$ cat config.mk
export PLATFORM = sky130hd
export DESIGN_NAME = mem_port_arbiter
export DESIGN_NICKNAME = d
export VERILOG_FILES = /design/src/rtl/mem_arb_pkg.sv /design/src/rtl/mem_port_arbiter.sv
export SDC_FILE = /design/constraint.sdc
export NUM_CORES = 1
export LEC_CHECK = 0
export ABC_AREA = 1
export ABC_CLOCK_PERIOD_IN_PS = 1200
export CAP_MARGIN = 20
export CORE_AREA = 2 2 103 105
export DETAILED_ROUTE_END_ITERATION = 10
export DIE_AREA = 0 0 105 107
export DONT_BUFFER_PORTS = 1
export HOLD_SLACK_MARGIN = 0.05
export PLACE_DENSITY_LB_ADDON = 0.3
export SLEW_MARGIN = 20
export SYNTH_ARGS = -nofsm -noshare
export SYNTH_HDL_FRONTEND = slang
export SYNTH_SLANG_ARGS = --single-unit
$ cat constraint.sdc
create_clock -name clk -period 1.2 [get_ports clk]
set_input_delay 0.18 -clock clk [delete_from_list [all_inputs] [get_ports clk]]
set_output_delay 0.18 -clock clk [all_outputs]
set_load 0.05 [all_outputs]
$ cat src/rtl/mem_arb_pkg.sv
// Shared types and grant selection for the IF / load-store memory port arbiter.
// Round-robin arbitration is enabled with MEM_ARB_RR_EN (see mem_port_arbiter).
package mem_arb_pkg;

  typedef enum logic {
    OWNER_FETCH = 1'b0,
    OWNER_DATA  = 1'b1
  } owner_t;

  typedef struct packed {
    logic   pending;
    owner_t owner;
    logic   is_write;
  } rsp_tag_t;

  typedef struct packed {
    logic   valid;
    owner_t owner;
  } grant_t;

  // On contention the requester other than 'last' wins; a lone requester always wins.
  function automatic grant_t pick_owner(input logic if_v, input logic d_v, input owner_t last);
    grant_t g;
    g.valid = if_v | d_v;
    if (if_v && d_v)
      g.owner = (last == OWNER_DATA) ? OWNER_FETCH : OWNER_DATA;
    else if (d_v)
      g.owner = OWNER_DATA;
    else
      g.owner = OWNER_FETCH;
    return g;
  endfunction

endpackage

$ cat src/rtl/mem_port_arbiter.sv
// Arbitrates IF and load/store requests onto one sync-read memory port and routes responses back.
// Define MEM_ARB_RR_EN for round-robin on contention; default is fixed priority (D over IF).
module mem_port_arbiter
  import mem_arb_pkg::*;
#(
  parameter int WIDTH = 32
) (
  input  logic             clk,
  input  logic             rst,

  input  logic             if_req_valid,
  output logic             if_req_ready,
  input  logic [WIDTH-1:0] if_req_addr,
  output logic             if_rsp_valid,
  output logic [WIDTH-1:0] if_rsp_data,

  input  logic             d_req_valid,
  output logic             d_req_ready,
  input  logic [WIDTH-1:0] d_req_addr,
  input  logic             d_req_we,
  input  logic [WIDTH-1:0] d_req_wdata,
  output logic             d_rsp_valid,
  output logic [WIDTH-1:0] d_rsp_data,

  output logic [WIDTH-1:0] mem_address,
  output logic             mem_write_en,
  output logic [WIDTH-1:0] mem_write_data,
  input  logic [WIDTH-1:0] mem_read_data
);

  grant_t   grant;
  owner_t   prio_last;
  logic     accept;
  rsp_tag_t rsp_tag;

`ifdef MEM_ARB_RR_EN
  owner_t last_grant;

  always_ff @(posedge clk) begin
    if (rst)
      last_grant <= OWNER_DATA;
    else if (accept)
      last_grant <= grant.owner;
  end

  assign prio_last = last_grant;
`else
  // Treating IF as the permanent "last winner" makes D win every contention.
  assign prio_last = OWNER_FETCH;
`endif

  assign grant  = pick_owner(if_req_valid, d_req_valid, prio_last);
  assign accept = !rst && grant.valid;

  assign if_req_ready = accept && (grant.owner == OWNER_FETCH);
  assign d_req_ready  = accept && (grant.owner == OWNER_DATA);

  always_comb begin
    mem_address    = '0;
    mem_write_en   = 1'b0;
    mem_write_data = '0;
    if (accept) begin
      if (grant.owner == OWNER_FETCH) begin
        mem_address = if_req_addr;
      end else begin
        mem_address    = d_req_addr;
        mem_write_en   = d_req_we;
        mem_write_data = d_req_wdata;
      end
    end
  end

  always_ff @(posedge clk) begin
    if (rst) begin
      rsp_tag <= rsp_tag_t'{pending: 1'b0, owner: OWNER_DATA, is_write: 1'b0};
    end else begin
      rsp_tag.pending <= accept;
      if (accept) begin
        rsp_tag.owner    <= grant.owner;
        rsp_tag.is_write <= (grant.owner == OWNER_DATA) && d_req_we;
      end
    end
  end

  // Gated by rst so a response already in flight is dropped in the reset cycle itself.
  assign if_rsp_valid = !rst && rsp_tag.pending && (rsp_tag.owner == OWNER_FETCH);
  assign d_rsp_valid  = !rst && rsp_tag.pending && (rsp_tag.owner == OWNER_DATA);

  assign if_rsp_data = if_rsp_valid ? mem_read_data : '0;
  assign d_rsp_data  = (d_rsp_valid && !rsp_tag.is_write) ? mem_read_data : '0;

endmodule

==> Word level (Yosys, flattened, before mapping) <==
Cells that the tools add are included.
{ "classes": {"mux": 10, "bitwise": 3, "reduce_logical": 11} }
{ "op_table": {"columns": ["op", "n"], "rows": [
  ["$mux 32", 6],
  ["$logic_and 1x1->1", 9],
  ["$mux 1", 4],
  ["$logic_not 1->1", 2],
  ["$not 1->1", 2],
  ["$or 1x1->1", 1]
]} }
{ "word_totals": {"reg_bits": 3, "out_inout_bits": 133} }

==> Longest topological paths before layout <==
{ "logic_depth": {"depth_word": 5, "depth_mapped": 7, "depth_no_buf": 6} }

==> Least setup slack after synthesis <==
OpenSTA, ideal clock, no wires.
{ "synth_path": {"kind": "register to output", "from": "register rsp_tag[2] (netlist name)", "to": "output port d_rsp_data[10]", "arrival_ns": 2.144, "path_slack_ns": -1.124, "stages_incl_launch_ff": 6, "path_buffers": 1, "cell_sequence": "dfxtp_1 > nand2_1 > nor2_1 > nand2_1 > buf_2 > nor2_1"} }
{ "synth_via": {"elab_chain_cells": 4} }
{ "synth_rtl": {"columns": ["item", "line", "rtl"], "rows": [
  ["from (decl)", "mem_port_arbiter.sv:34", "rsp_tag_t rsp_tag;"],
  ["from (signal assigned)", "mem_port_arbiter.sv:75", "rsp_tag <= rsp_tag_t'{pending: 1'b0, owner: OWNER_DATA, is_write: 1'b0};"],
  ["$logic_and 1x1->1 (2 in series)", "mem_port_arbiter.sv:87", "assign d_rsp_valid = !rst && rsp_tag.pending && (rsp_tag.owner == OWNER_DATA);"],
  ["named net d_rsp_valid", "mem_port_arbiter.sv:22", "output logic d_rsp_valid,"],
  ["$logic_and 1x1->1", "mem_port_arbiter.sv:90", "assign d_rsp_data = (d_rsp_valid && !rsp_tag.is_write) ? mem_read_data : '0;"],
  ["$mux 32", "mem_port_arbiter.sv:90", null],
  ["to (decl)", "mem_port_arbiter.sv:23", "output logic [WIDTH-1:0] d_rsp_data,"]
]} }
The timed path passes the listed nets, and every way through them passes these cells.

==> Worst setup path after layout <==
{ "layout_path": {"from": "register rsp_tag[2] (netlist name)", "to": "output port if_rsp_data[13]"} }
{ "layout_via": {"elab_chain_cells": 3} }
{ "layout_rtl": {"columns": ["item", "line", "rtl"], "rows": [
  ["$logic_and 1x1->1 (2 in series)", "mem_port_arbiter.sv:86", "assign if_rsp_valid = !rst && rsp_tag.pending && (rsp_tag.owner == OWNER_FETCH);"],
  ["$mux 32", "mem_port_arbiter.sv:89", "assign if_rsp_data = if_rsp_valid ? mem_read_data : '0;"],
  ["to (decl)", "mem_port_arbiter.sv:15", "output logic [WIDTH-1:0] if_rsp_data,"]
]} }
No other way between the ends.

==> results.ini <==
[layout]
antennaDiodeCount = 0
syn_to_final_growth_pct = 256.8
final_common_cell = nand2_1
largest_register_ffs = 3
nNetsFinal = 624
mostFrequentLayoutCells = nand2_1 (133), buf_12 (106), nor2_4 (100), inv_1 (38), clkinvlp_4 (29)
fin_util_pct = 51.71
regMostFlops = rsp_tag
layout-drive-gt1-share_pct = 63.88
top_regs = rsp_tag (3)

[timing]
period_needed_ps = 1491
whs_ps = 100.8
setup_slack_ps = -291.1
period_share_pct = 124.3
finalHoldViolations = 0
worstMarginPinSlew_ps = 267.5
fin_skew_ps = 0
tns_ps = -19190
slew_violations = 0
finalSetupViolations = 112
fmax_mhz = 670.7
slew_headroom_pct = 82.13
rsz0062_at_grt = true

[global_routing]
grt_pass1_vias = 2575
grt_overflow = 0
grt_usage_pct = 14.87
grt_max_degree = 68
grt_pass1_wl_mm = 13.52
antenna_found_initial = 0

[floorplanning]
core_area_um2 = 10090
dieArea_um2 = 11240
die_h_um = 107
start_util_pct = 14.49
io_pins = 266
rows = 37
fp.dieW_um = 105

[place]
numPortBuffers = 0
place.gp.congestion = 0.7801
post-dp-hpwl_mm = 7.416

[synth]
postSynthCellCount = 368
netlist_area_um2 = 1463
syn-num-nets = 501
ys_top_cells_by_area = nand2_1 (42%), nor2_1 (25%), inv_1 (18%), buf_2 (4.8%), dfxtp_1 (4.1%)
synth_top_area_share_pct = 42.34
ys_ff_latch = 3
yosysSeqAreaShare_pct = 4.106
yosysWarnings = 0
syn_area_per_cell_um2 = 3.975
ys_types = 12
synth_top_area_cell = nand2_1

[cts]
cts_tree = built
h-tree-depth = 1
cts-buffers-inserted = 3
insertion_delay_ps = 220
cts_buffer_depth = 2
cts_root_buffer = clkbuf_8
clk_pin_slew_ps = 30
numClockSinks = 3

[drt]
drtPass1Iterations = 6
first_iter_violations = 73
ant_nets = 0
routed_wl_mm = 9.201
post_drt_wl_per_cell_um = 14.70
drt-vias-per-instance = 4.152
vias = 2599
route.detailed.drc = 0

[run_status]
outcome = complete, but fails checks
violations = setup timing

[pwr]
p_per_area_nw_per_um2 = 453.7
vdd_ir_drop_max_v = 0.0002244
p_leak_nw = 2.167
total_power_mw = 2.368

[setup_path]
rrSetupSlack_ps = 340
cp_cell_sequence = buf_6 -> nand3_4 -> buf_16 -> nor2_4 -> buf_12
critical-path-max-stage-delay_ps = 330
worstSetupStartpointType = register
critPathCaptureType = output pin
crit_type = register to output pin
slowest_stage = dfxtp_2
crit_fanout = 7
crit_arrival_ps = 1310
critPathRequiredTime_ps = 1020

[run]
maxCapViolCount = 0

[hold_path]
hp-class = input port to register

-- cell usage after synthesis --
cell / instances
inv_1: 71
o211ai_1: 1
nand3_1: 2
buf_1: 3
nand2_1: 165
inv_2: 3
nor2_4: 1
clkbuf_1: 5
dfxtp_1: 3
nor2_1: 99
buf_2: 14
a21oi_1: 1
-- worst max-delay path: cells and delay by family, from the launching register on --
kind,cells,cell delay (ps)
buffers and inverters,3,470
flip-flops,1,330
AND/OR/NAND/NOR,2,290
-- cells by family after synthesis --
logic type / count (synthesis) / share of synthesized area (%)
compound gates: 2 / 0.8553
simple gates: 267 / 69.20
buf+inv: 96 / 25.83
flops: 3 / 4.106
-- final timing paths --
kind | startpoint | end | cells past startpoint
setup / recovery | rsp_tag[2]$_SDFF_PP0_ | if_rsp_data[13] | 5
hold / removal | if_req_valid | rsp_tag[1]$_SDFFE_PP1P_ | 1
setup reg to reg | rsp_tag[1]$_SDFFE_PP1P_ | rsp_tag[1]$_SDFFE_PP1P_ | 4
hold reg to reg | rsp_tag[0]$_SDFFE_PP0P_ | rsp_tag[0]$_SDFFE_PP0P_ | 2
-- cell type report --
class	count	area, um^2
Multi-Input combinational cell	269	1939
Inverter	74	429.2
Sequential cell	3	62.56
Timing Repair Buffer	140	2572
Tap cell	136	170.2
Clock buffer	4	45.04
Fill cell	929	4873
-- report_power, final --
group	internal (mW)	switching, mW
clock network	0.227	0.0683
logic	0.739	1.22
registers	0.106	0.00368
total	1.07	1.30
-- through the flow --
stage               instances  cell area, um^2  setup slack, ps
floorplan                 368             2405           -306.6
global placement          610             4641           -72.90
detailed placement        610             4641           -125.4
CTS                       621             4946           -289.3
global route              626             5219           -342.9
finish                    626             5219           -291.1
-- timing repair --
action / in CTS / in global routing
setup endpoints to repair: 128 / 127
cloned: 3 / 2
buffers inserted: 4 / 4
pin swaps: 40 / 8
gates resized for setup: 45 / 58
hold endpoints to repair: 1 / 0
hold buffers: 1 / 0
-- routing by layer --
layer	global-route usage, %	routed length [um]	up-vias
met5	0	0	-
met4	2.952	112	0
met3	2.006	610	10
met2	31.12	5386	147
met1	15.51	3092	1175
li1	-	-	1267
No activity file was read; power rests on OpenSTA's default activity.
